**src/rtl/cordic_seq_ctrl.sv**
```systemverilog
// Sequencer for the 8-bit CORDIC datapath: drives input mux and counter controls for
// NUM_ITER micro-rotations per start/done handshake and cross-checks the datapath counter.
module cordic_seq_ctrl #(
  parameter int NUM_ITER = 8,
  parameter int CW       = 4
) (
  input  logic          clka,
  input  logic          rst,
  input  logic          start,
  input  logic          mode_in,
  input  logic          ack,
  input  logic          abort,
  input  logic [CW-1:0] counter,
  output logic          ready,
  output logic          busy,
  output logic          done,
  output logic          cordic_mode,
  output logic [1:0]    in_mux_ctl,
  output logic          counter_rst,
  output logic          counter_hold,
  output logic          seq_err
);

  typedef enum logic [1:0] {
    S_IDLE = 2'd0,
    S_LOAD = 2'd1,
    S_ITER = 2'd2,
    S_DONE = 2'd3
  } state_t;

  localparam logic [CW-1:0] ITER_LAST = CW'(NUM_ITER - 1);
  localparam logic [CW-1:0] ITER_ONE  = CW'(1);
  localparam logic [CW-1:0] ITER_ZERO = CW'(0);

  state_t        state_q, state_d;
  logic [CW-1:0] iter_q, iter_d;
  logic          mode_q, mode_d;
  logic          err_q, err_d;

  // State, iteration count, latched mode and sticky error registers
  always_ff @(posedge clka or posedge rst) begin
    if (rst) begin
      state_q <= S_IDLE;
      iter_q  <= ITER_ZERO;
      mode_q  <= 1'b0;
      err_q   <= 1'b0;
    end else begin
      state_q <= state_d;
      iter_q  <= iter_d;
      mode_q  <= mode_d;
      err_q   <= err_d;
    end
  end

  // Next-state logic; abort takes priority over every other request
  always_comb begin
    state_d = state_q;
    iter_d  = iter_q;
    mode_d  = mode_q;
    err_d   = err_q;
    case (state_q)
      S_IDLE: begin
        if (start && !abort) begin
          mode_d  = mode_in;
          state_d = S_LOAD;
        end else begin
          state_d = S_IDLE;
        end
      end
      S_LOAD: begin
        iter_d = ITER_ZERO;
        if (abort) begin
          state_d = S_IDLE;
        end else begin
          state_d = S_ITER;
        end
      end
      S_ITER: begin
        iter_d = iter_q + ITER_ONE;
        if (abort) begin
          state_d = S_IDLE;
        end else begin
          // An aborted cycle leaves the error flag untouched
          if (counter != iter_q) begin
            err_d = 1'b1;
          end else begin
            err_d = err_q;
          end
          if (iter_q == ITER_LAST) begin
            state_d = S_DONE;
          end else begin
            state_d = S_ITER;
          end
        end
      end
      S_DONE: begin
        if (abort) begin
          state_d = S_IDLE;
        end else if (ack && start) begin
          mode_d  = mode_in;
          state_d = S_LOAD;
        end else if (ack) begin
          state_d = S_IDLE;
        end else begin
          state_d = S_DONE;
        end
      end
      default: begin
        state_d = S_IDLE;
      end
    endcase
  end

  // Moore output decode from registered state only
  always_comb begin
    ready        = 1'b0;
    busy         = 1'b0;
    done         = 1'b0;
    in_mux_ctl   = 2'b11;
    counter_rst  = 1'b0;
    counter_hold = 1'b0;
    case (state_q)
      S_IDLE: begin
        ready       = 1'b1;
        counter_rst = 1'b1;
      end
      S_LOAD: begin
        busy        = 1'b1;
        counter_rst = 1'b1;
        in_mux_ctl  = mode_q ? 2'b10 : 2'b00;
      end
      S_ITER: begin
        busy       = 1'b1;
        in_mux_ctl = 2'b01;
      end
      S_DONE: begin
        done         = 1'b1;
        counter_hold = 1'b1;
      end
      default: begin
        ready       = 1'b1;
        counter_rst = 1'b1;
      end
    endcase
  end

  assign cordic_mode = mode_q;
  assign seq_err     = err_q;

endmodule

```
**config.mk**
```make
export PLATFORM = sky130hd
export DESIGN_NAME = cordic_seq_ctrl
export DESIGN_NICKNAME = d
export VERILOG_FILES = /design/src/rtl/cordic_seq_ctrl.sv
export SDC_FILE = /design/constraint.sdc
export NUM_CORES = 1
export LEC_CHECK = 0
export CORE_AREA = 10 10 47 49
export DETAILED_ROUTE_END_ITERATION = 16
export DIE_AREA = 0 0 57 59
export PLACE_DENSITY = 0.72
export SYNTH_ARGS = -nofsm -noshare
export SYNTH_HDL_FRONTEND = slang
export SYNTH_SLANG_ARGS = --single-unit
```
**constraint.sdc**
```tcl
create_clock -name clka -period 3.25 [get_ports clka]
set_clock_uncertainty 0.05 [all_clocks]
set_input_delay 0.65 -clock clka [delete_from_list [all_inputs] [get_ports clka]]
set_output_delay 0.65 -clock clka [all_outputs]
set_load 0.02 [all_outputs]
```
# Word level (Yosys, flattened, before mapping)
# Index checks and enable logic that the tools add are counted.
# Widths: inputs -> output; s select.
dict set report totals {
  regBits 8
  input_bits 10
  output_inout_bits 9
}
dict set report op_classes {
  n_addsub 1
  n_eq_ne 8
  n_mux 19
  bitwise 1
  n_reduce_logical 10
}
# op count
set ops {}
lappend ops {{$mux 2} 6}
lappend ops {{$mux 1} 9}
lappend ops {{$pmux 2 s4} 1}
lappend ops {{$pmux 4 s2} 1}
lappend ops {{$ne 2x2->1 const B} 3}
lappend ops {{$add 4x1->4 const B} 1}
lappend ops {{$eq 2x2->1 const B} 2}
lappend ops {{$eq 4x3->1 const B} 1}
lappend ops {{$ne 4x4->1} 1}
lappend ops {{$pmux 2 s2} 1}
lappend ops {{$reduce_and 4->1} 1}
lappend ops {{$reduce_bool 2->1} 2}
lappend ops {{$reduce_or 2->1} 2}
lappend ops {{$reduce_and 3->1} 1}
lappend ops {{$eq 2x1->1 const B} 1}
lappend ops {{$logic_and 1x1->1} 2}
lappend ops {{$logic_not 2->1} 1}
lappend ops {{$pmux 1 s2} 1}
lappend ops {{$logic_not 1->1} 1}
lappend ops {{$not 1->1} 1}

# Logic depth before layout (Yosys ltp)
# Gate-level depths: netlist of the first run.
dict set report logic_depth {
  depth_word 4
  ltp_mapped 5
}

# Least setup slack after synthesis of the first run
# Ideal clock, no wire load.
dict set report synth_timing {
  path_kind {reg2out}
  from {register state_q[0]}
  to {output port counter_rst}
  path_slack_ns 1.440
  t_arrival_ns 1.110
  path_buffers 0
  stages_incl_launch_ff 4
  path_cell_list {dfrtp_1 inv_1 ha_1 or2_2}
}
dict set report synth_via {
  elab_chain_len 3
  word_cells_on_any_way 4
  classes_between {1 x eq/ne; 1 x mux; 2 x reduce/logical}
}
# item line_no
set synth_rtl {}
lappend synth_rtl {{from (decl)} 35} ;# state_t state_q, state_d;
lappend synth_rtl {{from (signal assigned)} 48} ;# state_q <= state_d;
lappend synth_rtl {{$eq 2x1->1 / $logic_not 2->1 (equally long branches)} 122} ;# case (state_q)
lappend synth_rtl {{$reduce_or 2->1 (no source line) (*)} n/a}
lappend synth_rtl {{$mux 1 (*)} 122}
lappend synth_rtl {{to (decl)} 19} ;# output logic counter_rst,
# Every way passes the cells marked *; elsewhere a longest branch is shown, timed or not.

# Final worst setup path of the first run
dict set report layout_timing {
  from {register state_q[0]}
  to {output port in_mux_ctl[1]}
}
dict set report layout_via {
  elab_chain_len 2
  word_cells_on_any_way 3
  classes_between {2 x eq/ne; 1 x mux}
}
# item line_no
set layout_rtl {}
lappend layout_rtl {{$eq 2x2->1 / $eq 2x1->1 (equally long branches)} 122}
lappend layout_rtl {{$pmux 2 s2 (*)} 122}
lappend layout_rtl {{to (decl)} 18} ;# output logic [1:0] in_mux_ctl,
# Marks and branches as above.

==> impl_results.md, run 1 <==
* Crit-path most repeated cell: inv_1
* Crit start category: register
* CTS root buf: clkbuf_4
* Clock slew seen by the registers of the worst setup and hold paths at 60 ps
* Layout fillers at 137
* N_diodes at 0
* CTS Sinks at 8
* Post-CTS Setup Inserts at 0
* Tmin final at 2710 ps
* R2R Setup Slk at 1700 ps
* Routed wire per std cell at 14.2 um
* Post-synth EDFFs at 0
* Placed cell area at 721 sq um
* Fmax at 369 MHz
* DIE AREA at 3360 sq um
* Remaining DRCs at 0
* Top-area cell type share of the netlist area at 37.9%
* Initial antenna violation count at 0
* Post-Syn Instances at 53
* Primary FF master, synth: dfrtp_1
* Total grt overflow at 0
* Hold WC Path Type: reg -> reg
* Mapped Area at 528 sq um
* H-tree levels at 1
* Setup ws final at 538 ps
* Nets at 91
* Avg Cell Area, Syn at 9.96 sq um
* Core area at 1400 sq um
* Asr flop ratio synth at 100%
* Area growth from synthesis to layout at 40.8%
* Power consumption at 0.000255 W
* Final wirelength at 1.27 mm
* Finished Cell Area at 743 sq um
* CTS Hold Bufs at 0
* Maxcap violations at 0
* Hold Path Depth at 2
* First-pass GRT wire length at 2.12 mm
* Setup TNS at 0 ps
* #FFs+latches synth at 8
* Synth top cells by count: inv_1 (10), dfrtp_1 (8), ha_1 (6)
* TritonCTS Buffers at 3
* RSZ-0062 raised after global routing: false
* Initial DRC Count at 26
* GR Util met1 at 7.06%
* Final hold vios at 0
* Least-Margin Pin Slew at 329 ps
* Row count at 14
* Most frequent cell after synthesis: inv_1
* Int Pwr at 0.000182 W
* Critical R2R Launch: state_q[0]$_DFF_PP0_
* Setup Slack @ Placement at 852 ps
* Slowest CP cell: clkdlybuf4s50_1
* Max-slew headroom at 77.9%
* Most Crowded Layer GR: met2
* CTS tree: done
* Max-slew violations at 0
* Global Route Usage Sum at 7.98%
* CP endpoint kind: primary output
* Share of cells above drive strength 1 at 9.59%
* Peak supply drop at 0.000176 V
* Post-DP HPWL at 973 um
* Status: finished clean
* Number of global-route vias before repair at 486
* GRT met2 Usage at 13.0%
* I/O Buffers at 18
* CTS Buffer Depth at 2
* Sw Share at 28.6%
* Post-DRT Antenna Nets at 0
* Yosys warning total at 0
* I/O pin cnt at 19
* Max incr delay on CP at 540 ps
* Power per cell area at 344 nW/um^2
* Die height at 59 um
* Setup violations, final at 0
* Vias per inst at 5.21
* Mapped Nets at 69
* Cell Chain, Critical Path: inv_1 -> ha_1 -> inv_1 -> mux2_2 -> clkdlybuf4s50_1
* Sequential fraction of the synthesis area at 37.9%
* DR vias at 464
* Largest net degree at the start of global routing at 9
* Clk network pwr share at 31.6%
* P_sw at 0.0000730 W
* Sequential share of power at 42.0%
* Hold Path Origin: seq_err$_DFFE_PP0P_
* Die extent in x at 57 um
* Leak at 0.331 nW
* Worst r2r path cells at 5
* Combinational Power Share at 26.4%
* Largest cells by area after synthesis: dfrtp_1 (38%), ha_1 (14%), inv_1 (7.1%)
* Worst-path fanout max at 7
* Grt met3 use at 5.36%
* Synth unique cells at 24
* Initial Util at 37.7%
* Worst-Skew Late Latency at 270 ps
* PostCTS Resize Cnt at 0
* Pre-antenna DRT Iters at 4
* Post-synth top area cell: dfrtp_1
* Gpl congestion at 0.785
* Setup CP Type: reg -> out
* Final period utilization at 83.4%
* WP data required at 2550 ps
* Arr. time, crit path at 2010 ps
* Worst Hold End: seq_err$_DFFE_PP0P_
* Worst R2R End: iter_q[3]$_DFFE_PP0P_
## cells in the final DEF (no fill, tap or decap), types with 2 or more instances in the layout
master,n
inv_1,10
clkbuf_4,3
dfrtp_1,8
nor3_1,2
clkdlybuf4s50_1,18
o21ai_0,3
ha_1,6
nand3_1,3
xor2_1,4
## cell type report
cell class	instances	area [sq um]	area share, %
Inverter	10	37.5	5.05
Clock buffer	3	22.5	3.03
Sequential cell	8	200	26.9
Timing Repair Buffer	18	180	24.2
Tap cell	16	20.0	2.69
Multi-Input combinational cell	34	283	38.0
## through the flow
stage	instances	hold slack (ps)	util, %
global route	89	504	53.0
CTS	89	467	53.0
global placement	86	413	51.4
finish	89	462	53.0
floorplan	53	416	-
detailed placement	86	418	51.4
## metal layers
metal  wire [um]  vias to the layer above
met4          32                        0
li1            -                      223
met5           0                        -
met3         134                        6
met1         525                      212
met2         574                       23
## power groups by stage
stage / clock [W] / sequential (W) / combinational [W]
floorplan: 0 / 0.000112 / 0.0000318
global placement: 0 / 0.000109 / 0.0000673
detailed placement: 0 / 0.000109 / 0.0000679
CTS: 0.0000785 / 0.000107 / 0.0000686
global route: 0.0000862 / 0.000108 / 0.0000729
finish: 0.0000807 / 0.000107 / 0.0000673
## critical path: cells and delay by family, from the launching register on
family                     cells  cell delay [ps]
muxes                          1              270
adders and majority gates      1              310
DFF                            1              410
buffers and inverters          3              750
## registers in the layout, indices dropped and copies added (netlist names)
register	count
state_q	2
seq_err	1
cordic_mode	1
iter_q	4
## logic make-up (layout without fill, tap and decap cells)
| kind of cell | after synthesis | after routing | share of synthesized area [%] |
|---|---|---|---|
| simple gates | 12 | 12 | 13.7 |
| buf+inv | 11 | 31 | 8.53 |
| compound gates | 9 | 9 | 12.1 |
| flops | 8 | 8 | 37.9 |
| fa+ha+maj | 6 | 6 | 14.2 |
| xor+xnor | 4 | 4 | 6.63 |
| mux | 3 | 3 | 6.87 |
## how the worst max path moves through the flow
stage               slack [ps]            end  cells after the start                 start
global route               450  in_mux_ctl[1]                      5  state_q[0]$_DFF_PP0_
detailed placement         850  in_mux_ctl[1]                      5  state_q[0]$_DFF_PP0_
finish                     540  in_mux_ctl[1]                      5  state_q[0]$_DFF_PP0_
floorplan                 1440    counter_rst                      3  state_q[0]$_DFF_PP0_
global placement           900  in_mux_ctl[1]                      5  state_q[0]$_DFF_PP0_
CTS                        540  in_mux_ctl[1]                      5  state_q[0]$_DFF_PP0_
Note: power is estimated with default switching activity, not from simulation.
==> run 2: changes to the inputs <==
==> constraint.sdc (replaced) <==
create_clock -name clka -period 2.8 [get_ports clka]
set_clock_uncertainty 0.05 [all_clocks]
set_input_delay 0.56 -clock clka [delete_from_list [all_inputs] [get_ports clka]]
set_output_delay 0.56 -clock clka [all_outputs]
set_load 0.02 [all_outputs]
==> impl_results.md, run 2 (synthesized netlist as in run 1, its figures left out) <==
* Worst-path fanout max at 7 (unchanged)
* WHS at 426 ps (-36.4 ps)
* Least-Margin Pin Slew at 312 ps (-16.7 ps)
* PostCTS Resize Cnt at 0 (unchanged)
* Most Crowded Layer GR: met2
* Nets at 91 (unchanged)
* CP endpoint kind: primary output
* CTS Sinks at 8 (unchanged)
* Initial Util at 37.7% (unchanged)
* Total grt overflow at 0 (unchanged)
* Routed wire per std cell at 13.4 um (-5.8%)
* CTS Hold Bufs at 0 (unchanged)
* CTS root buf: clkbuf_4
* RSZ-0062 raised after global routing: false
* Tmin final at 2580 ps
* Worst-Skew Late Latency at 250 ps (-20 ps)
* Grt met3 use at 3.86% (-1.5 points)
* First-pass GRT wire length at 2.01 mm (-4.9%)
* Share of cells above drive strength 1 at 9.59% (unchanged)
* Max-slew violations at 0 (unchanged)
* Setup violations, final at 0 (unchanged)
* Global Route Usage Sum at 7.45% (-0.53 points)
* Finished Cell Area at 743 sq um (unchanged)
* Core area at 1400 sq um (unchanged)
* Initial DRC Count at 22 (-15%)
* Crit start category: register
* GRT met2 Usage at 12.6% (-0.47 points)
* Hold WC Path Type: reg -> reg
* Arr. time, crit path at 1970 ps (-40 ps)
* Power per cell area at 391 nW/um^2 (+14%)
* Vias per inst at 5.21 (unchanged)
* Setup CP Type: reg -> out
* Die extent in x at 57 um (unchanged)
* Setup TNS at 0 ps (unchanged)
* H-tree levels at 1 (unchanged)
* Placed cell area at 721 sq um (unchanged)
* Maxcap violations at 0 (unchanged)
* Area growth from synthesis to layout at 40.8% (unchanged)
* Initial antenna violation count at 0 (unchanged)
* Gpl congestion at 0.785 (about the same)
* DIE AREA at 3360 sq um (unchanged)
* CTS tree: done
* Status: finished clean
* Register area at 200 sq um (unchanged)
* Final Util at 53.0% (unchanged)
* Die height at 59 um (unchanged)
* Row count at 14 (unchanged)
* GR Util met1 at 6.92% (-0.15 points)
* Final period utilization at 92.2%
* Max FFs per register at 4 (unchanged)
* N_diodes at 0 (unchanged)
* DR vias at 464 (unchanged)
* Post-CTS Setup Inserts at 0 (unchanged)
* Leak at 0.331 nW (unchanged)
* Post-DP HPWL at 968 um (-0.50%)
* Post-Layout Cell Count at 89 (unchanged)
* TritonCTS Buffers at 3 (unchanged)
* Max-slew headroom at 79.2% (+1.3 points)
* Final hold vios at 0 (unchanged)
* Final wirelength at 1.19 mm (-5.8%)
* Remaining DRCs at 0 (unchanged)
* I/O Buffers at 18 (unchanged)
* Commonest non-fill, non-tap cell in the layout: clkdlybuf4s50_1
* Commonest non-fill, non-tap cells in the layout: clkdlybuf4s50_1 (18), inv_1 (10), dfrtp_1 (8), ha_1 (6), xor2_1 (4)
* Multi-input combinational cell area at 283 sq um (unchanged)
* Layout fillers at 136 (-0.73%)
* CTS Buffer Depth at 2 (unchanged)
* Post-DRT Antenna Nets at 0 (unchanged)
* Dpl cells at 86 (unchanged)
* Pre-antenna DRT Iters at 4 (unchanged)
* Biggest registers after layout: iter_q x4, state_q x2
* Largest net degree at the start of global routing at 9 (unchanged)
* Clock slew seen by the registers of the worst setup and hold paths at 60 ps (about the same)
* WP data required at 2190 ps (-360 ps)
* Fmax at 387 MHz
* Reg with most FFs: iter_q
* I/O pin cnt at 19 (unchanged)
* Peak supply drop at 0.000229 V (+30%)
* Number of global-route vias before repair at 469 (-3.5%)
run 2: cell counts in the layout (fill, tap and decap cells not counted):
No cell type changed its count.
run 2: final timing paths:
check / startpoint / end / slack [ps] / cells past startpoint
worst max-delay path: state_q[0]$_DFF_PP0_ / in_mux_ctl[1] / 220 / 5
worst min-delay path: seq_err$_DFFE_PP0P_ / seq_err$_DFFE_PP0P_ / 430 / 2
worst max register to register: state_q[0]$_DFF_PP0_ / iter_q[3]$_DFFE_PP0P_ / 1260 / 5
worst min register to register: seq_err$_DFFE_PP0P_ / seq_err$_DFFE_PP0P_ / 430 / 2
max in group asynchronous: rst / iter_q[1]$_DFFE_PP0P_ / 1960 / 2
min in group asynchronous: rst / iter_q[2]$_DFFE_PP0P_ / 500 / 2
run 2: critical path, cell delays in order, from the launching register on:
cell and delay, ps:
dfrtp_1 410, inv_1 100, ha_1 300, inv_1 100, mux2_2 270, clkdlybuf4s50_1 540
run 2: area by class of cell:
class / instances / share of cell area, %
clock buffer: 3 / 3.03
sequential: 8 / 26.9
multi-input combinational: 34 / 38.0
timing repair buffer: 18 / 24.2
tap: 16 / 2.69
inverter: 10 / 5.05
run 2: power breakdown:
part           switching (W)  internal (W)
registers         0.00000408      0.000121
clock network      0.0000391     0.0000491
logic              0.0000362     0.0000419
total              0.0000794      0.000212
run 2: metrics by stage:
step	worst slack, ps	total power [W]
2_1_floorplan	1080	0.000167
3_3_place_gp	538	0.000205
3_5_place_dp	507	0.000206
4_1_cts	215	0.000294
5_1_grt	121	0.000308
6_report	218	0.000291
run 2: per-layer routing:
layer,vias to the layer above,share of wire (%)
met2,16,45
met1,221,42
met4,0,2.3
li1,223,-
met3,4,10
met5,-,0
==> run 3: changes to the inputs <==
--- a/config.mk
+++ b/config.mk
@@ -8,7 +8,9 @@
 export CORE_AREA = 10 10 47 49
 export DETAILED_ROUTE_END_ITERATION = 16
 export DIE_AREA = 0 0 57 59
+export HOLD_SLACK_MARGIN = 0.02
 export PLACE_DENSITY = 0.72
+export SKIP_CTS_REPAIR_TIMING = 1
 export SYNTH_ARGS = -nofsm -noshare
 export SYNTH_HDL_FRONTEND = slang
 export SYNTH_SLANG_ARGS = --single-unit
==> results of run 3 <==
The final DEF is identical to that of run 2; final timing and power are the same.
